`src/rtl/alu_wb_pkg.sv`:
```
// Shared opcodes, register-file addresses and queue types for the ALU result
// writeback path.
package alu_wb_pkg;

  localparam logic [4:0] OP_MUL = 5'b01110;
  localparam logic [4:0] OP_DIV = 5'b01111;

  localparam int unsigned LO_ADDR_DEFAULT = 16;
  localparam int unsigned HI_ADDR_DEFAULT = 17;

  typedef enum logic {
    PH_FIRST  = 1'b0,
    PH_SECOND = 1'b1
  } phase_e;

  typedef struct packed {
    logic [4:0]  op;
    logic [3:0]  rd;
    logic [63:0] data;
  } wb_entry_t;

  localparam int unsigned ENTRY_W = $bits(wb_entry_t);

  // MUL and DIV produce a 64-bit result that lands in the LO/HI pair.
  function automatic logic is_wide(input logic [4:0] op);
    return (op == OP_MUL) || (op == OP_DIV);
  endfunction

endpackage

```
`src/rtl/alu_res_fifo.sv`:
```
// Generic synchronous FIFO with head-of-queue visibility and synchronous clear.
// DEPTH must be a power of two so the pointers wrap naturally.
module alu_res_fifo #(
  parameter  int unsigned DEPTH = 2,
  parameter  int unsigned WIDTH = 8,
  localparam int unsigned AW    = (DEPTH > 1) ? $clog2(DEPTH) : 1,
  localparam int unsigned CW    = $clog2(DEPTH + 1)
) (
  input  logic             Clock,
  input  logic             Clear,
  input  logic             push,
  input  logic [WIDTH-1:0] push_data,
  input  logic             pop,
  output logic [WIDTH-1:0] head,
  output logic [CW-1:0]    count
);

  logic [WIDTH-1:0] mem_q [DEPTH];
  logic [AW-1:0]    wr_ptr_q, wr_ptr_d;
  logic [AW-1:0]    rd_ptr_q, rd_ptr_d;
  logic [CW-1:0]    count_q, count_d;
  logic             do_push, do_pop;

  // NOTE: every variable gets a default at the top of the block, so no path
  // leaves a value unassigned and no latch is inferred.
  always_comb begin
    do_push  = push && (count_q != CW'(DEPTH));
    do_pop   = pop && (count_q != '0);
    wr_ptr_d = do_push ? wr_ptr_q + AW'(1) : wr_ptr_q;
    rd_ptr_d = do_pop  ? rd_ptr_q + AW'(1) : rd_ptr_q;
    count_d  = count_q;
    case ({do_push, do_pop})
      2'b10:   count_d = count_q + CW'(1);
      2'b01:   count_d = count_q - CW'(1);
      default: count_d = count_q;
    endcase
  end

  // NOTE: state uses non-blocking assignments so every flop samples the
  // pre-edge values regardless of statement order.
  always_ff @(posedge Clock) begin
    if (Clear) begin
      wr_ptr_q <= '0;
      rd_ptr_q <= '0;
      count_q  <= '0;
    end else begin
      wr_ptr_q <= wr_ptr_d;
      rd_ptr_q <= rd_ptr_d;
      count_q  <= count_d;
    end
  end

  // NOTE: the storage array has no reset; count_q alone says which slots are
  // valid, so stale contents are never observed.
  always_ff @(posedge Clock) begin
    if (do_push) mem_q[wr_ptr_q] <= push_data;
  end

  assign head  = mem_q[rd_ptr_q];
  assign count = count_q;

endmodule

```
`src/rtl/alu_writeback.sv`:
```
// Consumer end of the ALU result interface: queues tagged results and drains
// them through the single 32-bit register-file write port (wide ops as LO, HI).
module alu_writeback
  import alu_wb_pkg::*;
#(
  parameter int unsigned DEPTH   = 2,
  parameter int unsigned RF_AW   = 5,
  parameter int unsigned LO_ADDR = LO_ADDR_DEFAULT,
  parameter int unsigned HI_ADDR = HI_ADDR_DEFAULT
) (
  input  logic             Clock,
  input  logic             Clear,
  input  logic             res_valid,
  output logic             res_ready,
  input  logic [4:0]       res_op,
  input  logic [3:0]       res_rd,
  input  logic [63:0]      res_data,
  input  logic             rf_stall,
  output logic             rf_we,
  output logic [RF_AW-1:0] rf_waddr,
  output logic [31:0]      rf_wdata,
  output logic             wb_busy
);

  localparam int unsigned CW = $clog2(DEPTH + 1);

  wb_entry_t          push_entry;
  wb_entry_t          head_entry;
  logic [ENTRY_W-1:0] head_bits;
  logic [CW-1:0]      count;
  logic               queue_full, queue_empty;
  logic               push, pop;
  phase_e             phase_q, phase_d;

  assign push_entry  = '{op: res_op, rd: res_rd, data: res_data};
  assign head_entry  = wb_entry_t'(head_bits);
  assign queue_full  = (count == CW'(DEPTH));
  assign queue_empty = (count == '0);

  // Readiness comes from the registered count only; a full queue does not
  // accept even when the head is popping in the same cycle.
  assign res_ready = !Clear && !queue_full;
  assign push      = res_valid && res_ready;
  assign wb_busy   = !Clear && !queue_empty;

  alu_res_fifo #(
    .DEPTH (DEPTH),
    .WIDTH (ENTRY_W)
  ) u_fifo (
    .Clock     (Clock),
    .Clear     (Clear),
    .push      (push),
    .push_data (push_entry),
    .pop       (pop),
    .head      (head_bits),
    .count     (count)
  );

  always_comb begin
    phase_d  = phase_q;
    pop      = 1'b0;
    rf_we    = 1'b0;
    rf_waddr = '0;
    rf_wdata = '0;
    if (!Clear && !queue_empty) begin
      if (phase_q == PH_SECOND) begin
        rf_waddr = RF_AW'(HI_ADDR);
        rf_wdata = head_entry.data[63:32];
        rf_we    = !rf_stall;
        if (!rf_stall) begin
          pop     = 1'b1;
          phase_d = PH_FIRST;
        end
      end else if (is_wide(head_entry.op)) begin
        rf_waddr = RF_AW'(LO_ADDR);
        rf_wdata = head_entry.data[31:0];
        rf_we    = !rf_stall;
        if (!rf_stall) phase_d = PH_SECOND;
      end else begin
        // r0 is hardwired: the entry is consumed but never written.
        rf_waddr = RF_AW'(head_entry.rd);
        rf_wdata = head_entry.data[31:0];
        rf_we    = !rf_stall && (head_entry.rd != 4'd0);
        if (!rf_stall) pop = 1'b1;
      end
    end
  end

  always_ff @(posedge Clock) begin
    if (Clear) phase_q <= PH_FIRST;
    else       phase_q <= phase_d;
  end

endmodule

```
`config.mk`:
```
export PLATFORM = sky130hd
export DESIGN_NAME = alu_writeback
export DESIGN_NICKNAME = d
export VERILOG_FILES = /design/src/rtl/alu_wb_pkg.sv /design/src/rtl/alu_res_fifo.sv /design/src/rtl/alu_writeback.sv
export SDC_FILE = /design/constraint.sdc
export NUM_CORES = 1
export LEC_CHECK = 0
export BUFFER_PORTS_ARGS = -buffer_cell sky130_fd_sc_hd__buf_4
export CORE_ASPECT_RATIO = 0.75
export CORE_UTILIZATION = 55
export CTS_CLUSTER_DIAMETER = 120
export DETAILED_ROUTE_END_ITERATION = 8
export PLACE_DENSITY = 0.84
export SLEW_MARGIN = 40
export SYNTH_ARGS = -nofsm -noshare
export SYNTH_HDL_FRONTEND = slang
export SYNTH_SLANG_ARGS = --single-unit
```
`constraint.sdc`:
```
create_clock -name Clock -period 8.8 [get_ports Clock]
set_clock_uncertainty 0.15 [all_clocks]
set_input_delay 1.76 -clock Clock [delete_from_list [all_inputs] [get_ports Clock]]
set_output_delay 1.76 -clock Clock [all_outputs]
set_load 0.05 [all_outputs]
```
# Word level (Yosys, flattened, before mapping)
# Memories as Yosys holds them, arrays and structs flattened. A register that Yosys moved wholly into a read port is not among the register bits.
# Index checks and enable logic that the tools add are counted.
# totals
output_inout_bits	40
n_memories	1
reg_bits	5
input_bits	77
mem_bits_rw	146
# mem_list
memory	words	word_bits	read_ports	rd_ports_with_merged_regs	wr	line	rtl
u_fifo.mem_q	2	73	1	1	1	alu_res_fifo.sv:18	logic [WIDTH-1:0] mem_q [DEPTH];
# classes
n_reduce_logical	15
n_eq_ne	6
n_addsub	4
muxes	20
# ops
cell	count
32-bit 2-to-1 mux	2
5-bit 2-to-1 mux	3
1-bit 2-to-1 mux	14
5-bit by 4-bit == test with 1-bit output (second input constant)	2
1-bit logical AND	6
2-bit == test (second input constant)	2
1-bit zero test	4
2-bit one-hot mux with 2 select lines	1
2-bit nonzero test	2
4-bit nonzero test	1
1-bit adder (second input constant)	2
2-bit by 1-bit adder with 2-bit output (second input constant)	1
2-bit by 1-bit == test with 1-bit output (second input constant)	1
2-bit zero test	1
2-bit inequality test (second input constant)	1
2-bit by 1-bit subtractor with 2-bit output (second input constant)	1
1-bit logical OR	1

# Depth between registers and ports, before layout
# logic_depth
ltp_word	8
depth_mapped	8

# By module
# From an unflattened synthesis, not the netlist that was laid out.
# unflattened
cells_unflattened	344
hier_area_um2	6095.8
# by_module_without_submodules
mod	n_inst	seq_area_each_um2	area_per_inst_um2	cells_each
alu_res_fifo	1	4484.3	5476.5	251
alu_writeback	1	20.0	619.3	93

# Least setup slack after synthesis
# No wires, ideal clock.
# synth_path
kind	in2reg
from	input Clear
to	memory u_fifo.mem_q[0][0] in the netlist's numbering (enable)
t_arrival_ps	5027
t_required_ps	8147
slack_ps	3120
cell_stages	3
path_buffers	0
cell_sequence	inv_1 -> o211ai_1 -> nor2_1
# synth_via
elab_chain_cells	6
# synth_rtl
item	line	rtl
start: declaration	alu_writeback.sv:12	input logic Clear,
1-bit zero test	alu_writeback.sv:42	assign res_ready = !Clear && !queue_full;
1-bit logical AND	alu_writeback.sv:42	
1-bit logical AND	alu_writeback.sv:43	assign push = res_valid && res_ready;
1-bit logical AND	alu_res_fifo.sv:27	do_push = push && (count_q != CW'(DEPTH));
1-bit 2-to-1 mux	alu_res_fifo.sv:56	if (do_push) mem_q[wr_ptr_q] <= push_data;
1-bit 2-to-1 mux (implied by the code)	alu_res_fifo.sv:56	
end: declaration	alu_res_fifo.sv:18	
# Every way passes these cells.

# Worst setup path after layout
# layout_path
from	input Clear
to	output rf_we
# layout_via
elab_chain_cells	3
# layout_rtl
item	line	rtl
1-bit zero test	alu_writeback.sv:65	if (!Clear && !queue_empty) begin
1-bit logical AND	alu_writeback.sv:65	
1-bit 2-to-1 mux	alu_writeback.sv:65	
end: declaration	alu_writeback.sv:19	output logic rf_we,
# Every way passes these cells.

==> impl_metrics.xml <==
<?xml version="1.0" encoding="UTF-8"?>
<metrics>
  <group name="worst_setup_path">
    <metric name="crit_path_start" unit="">Clear</metric>
    <metric name="path_class" unit="">input pin to output port</metric>
    <metric name="worstPathMaxFanout" unit="">10</metric>
    <metric name="r2r_cells" unit="">5</metric>
    <metric name="timing.critical_path.from_type" unit="">input pin</metric>
    <metric name="timing.critical_path.to_type" unit="">output port</metric>
    <metric name="timing.critical_path.arrival" unit="ns">2.78</metric>
    <metric name="critical_path.reg2reg.endpoint" unit="">u_fifo.count[1]</metric>
    <metric name="worstSetupEndpoint" unit="">rf_we</metric>
    <metric name="worstPathRequired" unit="ns">6.89</metric>
    <metric name="setup.reg_to_reg.worst_slack" unit="ns">6.39</metric>
  </group>
  <group name="routing">
    <metric name="first_iter_violations" unit="">211</metric>
    <metric name="via_per_inst" unit="">5.45</metric>
    <metric name="detailroute.via_count" unit="">2960</metric>
    <metric name="router_iterations_before_antenna_repair" unit="">4</metric>
    <metric name="wl_per_cell" unit="µm">19.6</metric>
    <metric name="route.antenna.remaining_nets" unit="">0</metric>
    <metric name="drt_drc_violations_left" unit="">0</metric>
    <metric name="drt_wl_total" unit="mm">10.7</metric>
  </group>
  <group name="pwr">
    <metric name="leakage_power" unit="nW">2.62</metric>
    <metric name="power.share.switching" unit="">0.221</metric>
    <metric name="ir_worst_vdd" unit="V">0.000168</metric>
    <metric name="p_int" unit="mW">1.41</metric>
    <metric name="power_density" unit="nW/µm²">243</metric>
    <metric name="combinational_power_share" unit="">0.110</metric>
    <metric name="total_switching_power" unit="mW">0.399</metric>
    <metric name="share_of_power_burned_in_registers" unit="">0.461</metric>
    <metric name="clockPowerShare" unit="">0.428</metric>
  </group>
  <group name="grt">
    <metric name="grt.total_usage" unit="">0.212</metric>
    <metric name="antenna_found_initial" unit="">0</metric>
    <metric name="overflow" unit="">0</metric>
    <metric name="first_global_vias" unit="">3224</metric>
    <metric name="global_route_wire_length_before_repair" unit="mm">16.5</metric>
    <metric name="maximum_number_of_pins_on_one_net_before_global_route_repair" unit="">73</metric>
  </group>
  <group name="logic_synthesis">
    <metric name="post_synthesis_share_of_cell_area_spent_on_and_or_nand_and_nor_gates" unit="">0.0534</metric>
    <metric name="synth_mux_area_frac" unit="">0.139</metric>
    <metric name="synth.cell_area" unit="µm²">5740</metric>
    <metric name="synth_area_leader_cell" unit="">edfxtp_1</metric>
    <metric name="yosys.area_share.adder" unit="">0.00218</metric>
    <metric name="ys_ff_latch" unit="">150</metric>
    <metric name="synth_compound_gate_area_share" unit="">0.0120</metric>
    <metric name="syn_nets" unit="">350</metric>
    <metric name="synthesis.instances" unit="">272</metric>
    <metric name="synthXorXnorAreaFrac" unit="">0.00458</metric>
    <metric name="synth.yosys.warnings" unit="">0</metric>
    <metric name="synth_top_area_frac" unit="">0.753</metric>
    <metric name="combinational_family_with_the_most_area_after_synthesis" unit="">multiplexers</metric>
    <metric name="syn_area_per_cell" unit="µm²">21.1</metric>
    <metric name="proportion_of_synthesized_chip_area_in_sequential_cells" unit="">0.774</metric>
    <metric name="ys_types" unit="">30</metric>
    <metric name="netlist_top_cells_area" unit="">edfxtp_1 (75%), mux4_2 (13%), nor2b_1 (3.6%)</metric>
  </group>
  <group name="timing">
    <metric name="clock.fmax" unit="MHz">213</metric>
    <metric name="totalNegativeSetupSlack" unit="ns">0</metric>
    <metric name="final_max_slew_viol_count" unit="">0</metric>
    <metric name="grt_setup_unrepaired" unit="">no</metric>
    <metric name="finalHoldViolations" unit="">0</metric>
    <metric name="worst_slack_on_hold_paths" unit="ns">0.319</metric>
    <metric name="final.min_clock_period" unit="ns">4.69</metric>
    <metric name="final.period_utilization" unit="">0.533</metric>
    <metric name="worst_slew_margin_rel" unit="">0.528</metric>
    <metric name="setup_viol_count_final" unit="">0</metric>
    <metric name="tightest_slew" unit="ns">0.708</metric>
  </group>
  <group name="final_layout">
    <metric name="final_core_utilization" unit="">0.752</metric>
    <metric name="stdcell_count" unit="">543</metric>
    <metric name="layout.cells.most_common" unit="">edfxtp_1</metric>
    <metric name="insertedDiodeCount" unit="">0</metric>
    <metric name="fin_nets" unit="">477</metric>
    <metric name="layout-drive-gt1-share" unit="">0.457</metric>
    <metric name="multi_input_comb_area" unit="µm²">1230</metric>
    <metric name="regArea" unit="µm²">4450</metric>
    <metric name="layout.cell_area.non_filler" unit="µm²">7430</metric>
    <metric name="mostFrequentLayoutCells" unit="">edfxtp_1 (144), buf_4 (116), nor2b_1 (33)</metric>
    <metric name="area.growth.synth_to_final" unit="%">29.5</metric>
    <metric name="final.fill_count" unit="">547</metric>
  </group>
  <group name="clock_tree">
    <metric name="cts_setup_buffers" unit="">0</metric>
    <metric name="clk_transition_reported_paths" unit="ns">0.06</metric>
    <metric name="clock_latency_on_the_worst_skew_pair" unit="ns">0.41</metric>
    <metric name="cts_buffer_depth" unit="">2</metric>
    <metric name="tritoncts.num_buffers" unit="">17</metric>
    <metric name="cts_max_level" unit="">4</metric>
    <metric name="cts_repair_resize_count" unit="">0</metric>
    <metric name="postCtsHoldBufs" unit="">0</metric>
    <metric name="cts.sinks" unit="">150</metric>
    <metric name="clockRootBuffer" unit="">clkbuf_16</metric>
    <metric name="cts_tree" unit="">built</metric>
  </group>
  <group name="outcome">
    <metric name="outcome" unit="">completed</metric>
  </group>
  <group name="die">
    <metric name="placementRows" unit="">31</metric>
    <metric name="starting_density_of_the_core" unit="">0.581</metric>
    <metric name="ioPinCount" unit="">117</metric>
    <metric name="core-area" unit="µm²">9890</metric>
    <metric name="die-area" unit="µm²">10900</metric>
    <metric name="die-height" unit="µm">90.5</metric>
    <metric name="fp.dieW" unit="µm">120</metric>
  </group>
  <group name="place">
    <metric name="place_hpwl" unit="mm">6.44</metric>
    <metric name="placedInstanceArea" unit="µm²">6800</metric>
    <metric name="portBuffers" unit="">115</metric>
    <metric name="placedCellCount" unit="">512</metric>
    <metric name="place_congestion" unit="">0.815</metric>
  </group>
  <group name="job">
    <metric name="max-cap-violations" unit="">0</metric>
  </group>
  <group name="min_path">
    <metric name="min-delay-path-class" unit="">register to register</metric>
  </group>
</metrics>
## worst min path at each step
stage | start | cells after the start | to
2_1_floorplan | u_fifo.rd_ptr_q | 1 | register
3_3_place_gp | u_fifo.rd_ptr_q | 1 | register
3_5_place_dp | u_fifo.rd_ptr_q | 1 | register
4_1_cts | u_fifo.rd_ptr_q | 1 | register
5_1_grt | u_fifo.rd_ptr_q | 1 | register
6_report | u_fifo.rd_ptr_q | 1 | register
## cell families (layout without fill, tap and decap cells)
group / count (synthesis) / count (layout)
compound gates: 10 / 10
xor+xnor: 3 / 3
fa+ha+maj: 1 / 1
buf+inv: 16 / 155
flops: 150 / 150
mux: 39 / 39
simple gates: 53 / 53
## registers in the layout, indices dropped and copies added, names as in the netlist, named ones only
| register | cells |
|---|---|
| u_fifo.mem_q | 144 |
| u_fifo.count | 2 |
| phase_q | 1 |
| u_fifo.rd_ptr_q | 1 |
| u_fifo.wr_ptr_q | 1 |
## cells in the mapped netlist (all sizes together)
library cell	count
a21o	1
o21a	2
xor2	1
clkbuf	5
nor2b	33
a21boi	1
nor2	11
mux2	2
inv	4
or3	1
nand4b	2
edfxtp	144
o211ai	1
xnor2	2
nor4	2
o21ai	2
dfxtp	6
mux4	32
nand3b	1
buf	7
nand2	2
mux2i	5
o21bai	1
or4	1
ha	1
a21oi	2
## power by group through the flow
stage | combinational, mW | clock, mW | sequential [mW]
finish | 0.199 | 0.775 | 0.835
global route | 0.211 | 0.813 | 0.838
CTS | 0.201 | 0.786 | 0.835
detailed placement | 0.200 | 0 | 0.850
global placement | 0.190 | 0 | 0.848
floorplan | 0.135 | 0 | 0.841
## cell type report
class | count | area share
timing repair buffer | 120 | 0.126
inverter | 4 | 0.00202
multi-input combinational | 106 | 0.166
clock buffer | 19 | 0.0582
tap | 132 | 0.0222
clock inverter | 12 | 0.0273
sequential | 150 | 0.598
## critical path, cell delays in order
cell	delay [ns]
buf_4	0.14
o21bai_4	0.25
nor2_1	0.20
a21boi_0	0.20
buf_4	0.22
## layer usage
metal,GRT usage,vias to the layer above,wire (µm)
met5,0,-,0
met4,0.0833,0,153
met3,0.0713,15,820
met2,0.349,118,5500
met1,0.259,1485,4180
li1,-,1342,-
## per-stage QoR
stage,setup slack [ns],total power [mW]
3_5_place_dp,4.12,1.05
2_1_floorplan,3.12,0.976
4_1_cts,4.11,1.82
5_1_grt,4.04,1.86
3_3_place_gp,3.82,1.04
6_report,4.11,1.81
(Power assumes the default switching activity.)
